$ cat config.mk
export PLATFORM = sky130hd
export DESIGN_NAME = viterbi_dec_ctrl
export DESIGN_NICKNAME = d
export VERILOG_FILES = /design/src/rtl/viterbi_pkg.sv /design/src/rtl/tb_reorder_buf.sv /design/src/rtl/viterbi_dec_ctrl.sv
export SDC_FILE = /design/constraint.sdc
export NUM_CORES = 1
export LEC_CHECK = 0
export ABC_AREA = 1
export CORE_UTILIZATION = 40
export DETAILED_ROUTE_END_ITERATION = 7
export GPL_ROUTABILITY_DRIVEN = 1
export PLACE_DENSITY = 0.58
export SETUP_SLACK_MARGIN = 0.3
export SLEW_MARGIN = 5
export SYNTH_ARGS = -nofsm -noshare
export SYNTH_HDL_FRONTEND = slang
export SYNTH_SLANG_ARGS = --single-unit
$ cat constraint.sdc
create_clock -name clk -period 1.8 [get_ports clk]
set_input_delay 0.18 -clock clk [delete_from_list [all_inputs] [get_ports clk]]
set_output_delay 0.18 -clock clk [all_outputs]
set_load 0.02 [all_outputs]
$ cat src/rtl/viterbi_pkg.sv
// Shared types and constants for the Viterbi decoder frame controller.
//   state_t           : controller state encoding
//   DEFAULT_FRAME_LEN : default number of code pairs per frame
//   code_pair_t       : one received rate-1/2 code pair
package viterbi_pkg;

    typedef enum logic [2:0] {
        IDLE  = 3'd0,
        ACS   = 3'd1,
        BEST  = 3'd2,
        TRACE = 3'd3,
        DRAIN = 3'd4,
        EMIT  = 3'd5
    } state_t;

    localparam int DEFAULT_FRAME_LEN = 16;

    typedef logic [1:0] code_pair_t;

endpackage

$ cat src/rtl/tb_reorder_buf.sv
// Traceback reorder buffer: N single-bit entries.
//   clk, rst : clock, asynchronous active-high clear
//   we/waddr/wbit : addressed write of one traceback bit
//   raddr/rbit    : combinational read
module tb_reorder_buf #(
    parameter  int N  = 16,
    localparam int AW = $clog2(N)
) (
    input  logic          clk,
    input  logic          rst,
    input  logic          we,
    input  logic [AW-1:0] waddr,
    input  logic          wbit,
    input  logic [AW-1:0] raddr,
    output logic          rbit
);

    logic [N-1:0] bits;

    always_ff @(posedge clk or posedge rst) begin
        if (rst) begin
            bits <= '0;
        end else if (we) begin
            bits[waddr] <= wbit;
        end
    end

    assign rbit = bits[raddr];

endmodule

$ cat src/rtl/viterbi_dec_ctrl.sv
// Frame sequencer for the rate-1/2 Viterbi decoder.
//   start_in                      : begin a frame (IDLE only, not in the done cycle)
//   rx_valid_in/rx_pair_in/rx_ready_out : received code pair handshake
//   bmc_pair_out, acs_en_out, acs_init_out : branch-metric / ACS strobes
//   trellis_we_out/trellis_waddr_out       : survivor-memory write
//   tb_en_out/trellis_raddr_out/tb_bit_in  : traceback read, bit returns a cycle later
//   dec_valid_out/dec_bit_out/dec_last_out/dec_ready_in : forward-order output
//   busy_out, done_out            : status
// Handshakes: a transfer happens in any cycle where valid and ready are both
// high at the rising edge; valid/data are held by the source until accepted.
module viterbi_dec_ctrl
    import viterbi_pkg::*;
#(
    parameter  int FRAME_LEN = DEFAULT_FRAME_LEN,
    localparam int AW        = $clog2(FRAME_LEN)
) (
    input  logic          clk,
    input  logic          rst,
    input  logic          start_in,
    input  logic          rx_valid_in,
    input  code_pair_t    rx_pair_in,
    output logic          rx_ready_out,
    output code_pair_t    bmc_pair_out,
    output logic          acs_en_out,
    output logic          acs_init_out,
    output logic          trellis_we_out,
    output logic [AW-1:0] trellis_waddr_out,
    output logic          tb_en_out,
    output logic [AW-1:0] trellis_raddr_out,
    input  logic          tb_bit_in,
    output logic          dec_valid_out,
    output logic          dec_bit_out,
    output logic          dec_last_out,
    input  logic          dec_ready_in,
    output logic          busy_out,
    output logic          done_out
);

    localparam logic [AW-1:0] LAST = AW'(FRAME_LEN - 1);

    state_t        state, state_nxt;
    logic [AW-1:0] cnt;          // ACS step k, traceback address r, emit index i
    logic          ready_q;
    logic          acs_en_q, acs_init_q, we_q, done_q;
    logic [AW-1:0] waddr_q;
    code_pair_t    bmc_q;
    logic          tb_pend;      // a traceback bit returns this cycle
    logic [AW-1:0] tb_addr_q;    // address that bit belongs to
    logic          buf_bit;
    logic          start_ok, rx_hs, last_rx, emit_hs;

    // A start coinciding with the done pulse belongs to the finished frame.
    assign start_ok = (state == IDLE) && start_in && !done_q;
    assign rx_hs    = (state == ACS) && ready_q && rx_valid_in;
    assign last_rx  = rx_hs && (cnt == LAST);
    assign emit_hs  = (state == EMIT) && dec_ready_in;

    // State register
    always_ff @(posedge clk or posedge rst) begin
        if (rst) state <= IDLE;
        else     state <= state_nxt;
    end

    // Next-state logic
    always_comb begin
        state_nxt = state;
        case (state)
            IDLE:    if (start_ok) state_nxt = ACS;
            ACS:     if (last_rx) state_nxt = BEST;
            BEST:    state_nxt = TRACE;
            TRACE:   if (cnt == '0) state_nxt = DRAIN;
            DRAIN:   state_nxt = EMIT;
            EMIT:    if (emit_hs && (cnt == LAST)) state_nxt = IDLE;
            default: state_nxt = IDLE;
        endcase
    end

    // Step counter. It stops at LAST on the final pair so traceback starts
    // from the top address, and stops at 0 after traceback so emit starts at 0.
    always_ff @(posedge clk or posedge rst) begin
        if (rst) begin
            cnt <= '0;
        end else begin
            case (state)
                IDLE:  if (start_ok) cnt <= '0;
                ACS:   if (rx_hs && (cnt != LAST)) cnt <= cnt + 1'b1;
                TRACE: if (cnt != '0) cnt <= cnt - 1'b1;
                EMIT:  if (emit_hs) cnt <= (cnt == LAST) ? '0 : cnt + 1'b1;
                default: ;
            endcase
        end
    end

    // Registered strobes. rx ready is registered, so the first ACS cycle
    // is a setup cycle with ready low.
    always_ff @(posedge clk or posedge rst) begin
        if (rst) begin
            ready_q    <= 1'b0;
            acs_en_q   <= 1'b0;
            acs_init_q <= 1'b0;
            we_q       <= 1'b0;
            waddr_q    <= '0;
            bmc_q      <= '0;
            done_q     <= 1'b0;
            tb_pend    <= 1'b0;
            tb_addr_q  <= '0;
        end else begin
            ready_q    <= (state == ACS) && !last_rx;
            acs_en_q   <= rx_hs;
            we_q       <= rx_hs;
            acs_init_q <= rx_hs && (cnt == '0);
            if (rx_hs) begin
                waddr_q <= cnt;
                bmc_q   <= rx_pair_in;
            end
            done_q    <= emit_hs && (cnt == LAST);
            tb_pend   <= (state == TRACE);
            tb_addr_q <= cnt;
        end
    end

    tb_reorder_buf #(.N(FRAME_LEN)) u_buf (
        .clk   (clk),
        .rst   (rst),
        .we    (tb_pend),
        .waddr (tb_addr_q),
        .wbit  (tb_bit_in),
        .raddr (cnt),
        .rbit  (buf_bit)
    );

    // Output logic
    always_comb begin
        rx_ready_out      = ready_q;
        bmc_pair_out      = bmc_q;
        acs_en_out        = acs_en_q;
        acs_init_out      = acs_init_q;
        trellis_we_out    = we_q;
        trellis_waddr_out = waddr_q;
        tb_en_out         = (state == TRACE);
        trellis_raddr_out = (state == TRACE) ? cnt : '0;
        dec_valid_out     = (state == EMIT);
        dec_bit_out       = (state == EMIT) && buf_bit;
        dec_last_out      = (state == EMIT) && (cnt == LAST);
        busy_out          = (state != IDLE);
        done_out          = done_q;
    end

endmodule

* Word level (Yosys, flattened, before mapping)
Index checks and enable logic that the tools add are counted.
** Storage, ports and cells
- Register bits :: 38
- Input bits :: 8
- Word-level logic and storage cells :: 69
** Cells by class
- Add/sub/neg operators :: 2
- Magnitude comparators :: 3
- Eq/ne operators :: 14
- Mux-type cells :: 17
- Reductions and logical operators :: 22
** Operators with widths (number)
- $mux W4 :: 6
- $pmux W3 S6 :: 1
- $bwmux W16 :: 1
- $pmux W4 S4 :: 1
- $logic_and A1 B1 Y1 :: 13
- $mux W3 :: 4
- $lt A4 B5 Y1 const B :: 2
- $ne A2 B1 Y1 const B :: 4
- $reduce_bool A4 Y1 :: 2
- $eq A3 B2 Y1 const B :: 2
- $eq A3 B3 Y1 const B :: 2
- $ne A2 B2 Y1 const B :: 3
- $reduce_and A5 Y1 :: 1
- $add A4 B1 Y4 const B :: 1
- $bmux W1 S4 :: 1
- $demux W1 S4 :: 1
- $eq A4 B4 Y1 const B :: 1
- $ge A4 B1 Y1 const B :: 1
- $logic_not A4 Y1 :: 1
- $ne A4 B4 Y1 const B :: 1
- $reduce_and A4 Y1 :: 1
- $sub A4 B1 Y4 const B :: 1
- $eq A3 B1 Y1 const B :: 1
- $logic_not A3 Y1 :: 1
- 3 further kinds :: 5

* Depth between registers and ports, before layout
- Depth after elaboration :: 6
- Gate-level depth with buffers :: 10

* Modules after synthesis
From an unflattened synthesis, not the netlist that was laid out.
** Unflattened totals
- Cell total of the unflattened synthesis :: 291
- Area, all modules :: 2140.8 um2
** Modules (own cells, without submodules)
- viterbi_dec_ctrl :: instances 1, cells each 158, area an instance 1222.4 um2, seq. area each 550.5 um2
- tb_reorder_buf :: instances 1, cells each 133, area an instance 918.4 um2, seq. area each 400.4 um2

* Worst setup path before layout
No wires, ideal clock.
- Path kind :: reg-to-output
- Start point :: reg cnt[0]
- End point :: out dec_bit_out
- Data arrival time :: 1.303 ns
- Slack :: 0.317 ns
- Cell stages (with the launch flop) :: 9
- Cells stage by stage :: dfrtp_1 > inv_1 > buf_2 > nand2_1 > nand2_1 > nand2_1 > nand3_1 > nand3_1 > a21oi_1
** On the way
- Cells in the longest elaborated chain, start to end :: 3
** Ends and longest elaborated chain
- start: declaration :: line viterbi_dec_ctrl.sv:42 : logic [AW-1:0] cnt;
- start signal: assignment :: line viterbi_dec_ctrl.sv:86 : ACS: if (rx_hs && (cnt != LAST)) cnt <= cnt + 1'b1;
- start signal: assignment :: line viterbi_dec_ctrl.sv:87 : TRACE: if (cnt != '0) cnt <= cnt - 1'b1;
- start signal: assignment :: line viterbi_dec_ctrl.sv:88 : EMIT: if (emit_hs) cnt <= (cnt == LAST) ? '0 : cnt + 1'b1;
- $bmux W1 S4 :: line tb_reorder_buf.sv:28 : assign rbit = bits[raddr];
- $mux W1 (not written as such) :: line tb_reorder_buf.sv:28
- $logic_and A1 B1 Y1 :: line viterbi_dec_ctrl.sv:143 : dec_bit_out = (state == EMIT) && buf_bit;
- end: declaration :: line viterbi_dec_ctrl.sv:32 : output logic dec_bit_out,
Every way passes these cells. The select of a mux whose other input is x is not followed.

* Worst setup path in the final report
Ends and elaborated chain as after synthesis.

==> impl_metrics.tcl <==
set metrics [dict create \
    maxCapViolations 0 \
    rrSetupSlack_ns 0.23 \
    busiest_layer "met2" \
    required_ns 1.62 \
    area_growth_pct 30.9 \
    gp_congestion 0.893 \
    cp_max_fo 6 \
    critPathMostFrequentCell "nand3_1" \
    vdd_drop_max_v 0.000645 \
    rr_worst_depth 10 \
    met1_usage 0.279 \
    ys_seq_area_frac 0.469 \
    yosysTopAreaCell "dfrtp_1" \
    period_share 0.955 \
    fin_setup_tns_ns 0 \
    clk_latency_ns 0.29 \
    pin_count 28 \
    wl_mm 4.61 \
    synth_warnings 0 \
    wl_per_cell_um 12.3 \
    cts_sinks 38 \
    finalClockSkew_ns 0.00466 \
    clk_pin_slew_worst_paths_ns 0.07 \
    synth.avg_cell_area_um2 7.86 \
    netlist_area_mm2 0.00203 \
    start_util 0.424 \
    cts_buffers 5 \
    grt_usage 0.193 \
    path_cells "clkbuf_16 -> nand2_1 -> nand3_1 -> nand3_1 -> nand3_2 -> a21oi_2 -> buf_4" \
    nets 317 \
    rows 25 \
    rsz0062_at_grt "yes" \
    maxSlewHeadroom 0.676 \
    final_cell_mix "nand2_1, dfrtp_1, inv_1" \
    ys_top_cells_by_area "dfrtp_1, nand2_1, nand3_1" \
    detail-route-antenna-nets 0 \
    dr_total_vias 1743 \
    outcome "complete, no violations" \
    drt_iter0_markers 134 \
    setup_violations 0 \
    pwr_density_cell_mw_per_mm2 1590 \
    dp_cells 361 \
    grt_max_degree 39 \
    dr.pass1.iters 4 \
    dieArea_mm2 0.00536 \
    worstPathArrival_ns 1.54 \
    clock_path_buffers 2 \
    cts_max_level 2 \
    drc 0 \
    met3_usage 0.0414 \
    grt_pass1_wl_mm 7.70 \
    synth.net_count 269 \
    slowest_stage "dfrtp_2" \
    worst-setup-path-type "flip-flop to primary output" \
    dp_hpwl_mm 3.39 \
    cellLeakagePower_uw 0.00133 \
    synth_top_area_share 0.469 \
    worst_setup_path_end_kind "primary output" \
    grt_pass1_vias 1641 \
    fmax_mhz 582 \
    ys_ff_latch 38 \
    instances_no_fill 374 \
    grt_overflow 0 \
    final_common_cell "nand2_1" \
    met2_usage 0.282 \
    cts_root_buf "clkbuf_8" \
    core_area_mm2 0.00479 \
    worst_pin_slew_ns 0.486 \
    die_h_um 73.2 \
    routed_via_density 4.66 \
    numPortBuffers 27 \
    drv_slew 0 \
    syn_inst 258 \
    layout-drive-gt1-share 0.254 \
    fp.dieW_um 73.2 \
    min_path_type "primary input to asynchronous set/reset pin" \
    timing.final.hold_violations 0 \
    min_period_ns 1.72 \
    cts_tree "yes" \
    startpoint_type "flip-flop" \
    ys_types 25 \
    antennaDiodeCount 0 \
    antenna_found_initial 0 \
    cp_slowest_stage_delay_ns 0.46 \
]
==> cell families after synthesis <==
group | Yosys count | synth area share
buf+inv | 42 | 0.0858
flops | 38 | 0.469
simple gates | 134 | 0.304
xor+xnor | 2 | 0.00864
fa+ha+maj | 3 | 0.0185
compound gates | 39 | 0.114
==> area by class of cell <==
cell class / instances / area, µm²
Timing Repair Buffer: 48 / 427
Clock buffer: 7 / 86.3
Tap cell: 67 / 83.8
Inverter: 35 / 136
Multi-Input combinational cell: 178 / 961
Clock inverter: 1 / 5.00
Sequential cell: 38 / 955
Fill cell: 474 / 2130
==> power by group <==
part / leakage, µW / internal [µW] / switching [µW] / total [µW]
registers: 0.000440 / 1160 / 271 / 1430
clock network: 0.0000482 / 309 / 304 / 613
logic: 0.000846 / 920 / 1250 / 2170
total: 0.00133 / 2390 / 1820 / 4210
==> per-layer routing <==
layer	up-vias	routed length (µm)
met1	787	2380
met2	30	2040
met5	-	0
li1	921	-
met4	0	68
met3	5	124
==> state kept, by name, indices dropped and copies added, names as in the netlist <==
register and cells:
trellis_we_out 1, rx_ready_out 1, done_out 1, state 3
acs_init_out 1, tb_addr_q 4, cnt 4, tb_pend 1
bmc_pair_out 2, trellis_waddr_out 4, u_buf.bits 16
==> synth_stat cells, drive strengths merged <==
| master | number |
|---|---|
| xor2 | 2 |
| a21oi | 10 |
| dfrtp | 38 |
| ha | 3 |
| nand2 | 73 |
| nor2 | 25 |
| clkbuf | 1 |
| nand4 | 1 |
| a31oi | 5 |
| o211ai | 1 |
| nand3 | 31 |
| inv | 35 |
| nor3 | 4 |
| o21ai | 23 |
| buf | 6 |
==> path summary, 6_finish.rpt <==
kind	from	end
min	rst	acs_init_out$_DFF_PP0_
min reg2reg	trellis_waddr_out[2]$_DFFE_PP0P_	trellis_waddr_out[2]$_DFFE_PP0P_
min in group clk	rx_pair_in[0]	bmc_pair_out[0]$_DFFE_PP0P_
max reg2reg	cnt[0]$_DFFE_PP0P_	cnt[3]$_DFFE_PP0P_
max in group asynchronous	rst	cnt[1]$_DFFE_PP0P_
max	cnt[0]$_DFFE_PP0P_	dec_bit_out
==> critical path, delay by kind of cell, from the launching register on <==
kind / cells / cell delay (ns)
compound gates: 1 / 0.16
flops: 1 / 0.46
simple gates: 4 / 0.29
buf+inv: 2 / 0.33
==> metrics by stage <==
stage               power (µW)  hold slack [ns]  utilization  worst slack [ns]  cell area [µm²]
floorplan                 2700            0.297            -             0.317             2030
global placement          3410            0.465        0.516           -0.0374             2470
detailed placement        3430            0.465        0.516           -0.0287             2470
CTS                       4070            0.307        0.534            0.0994             2560
global route              4550            0.352        0.555            0.0311             2650
finish                    4210            0.298        0.555            0.0817             2650
==> what timing repair did <==
item | CTS | global route
endpoints found under the hold margin | 0 | 0
hold buffers | 0 | 0
pin swaps | 2 | 15
gates cloned | 0 | 1
gates resized for setup | 45 | 17
buffers inserted | 1 | 3
endpoints found under the setup margin | 16 | 16
Power figures use the tool's default switching activity.
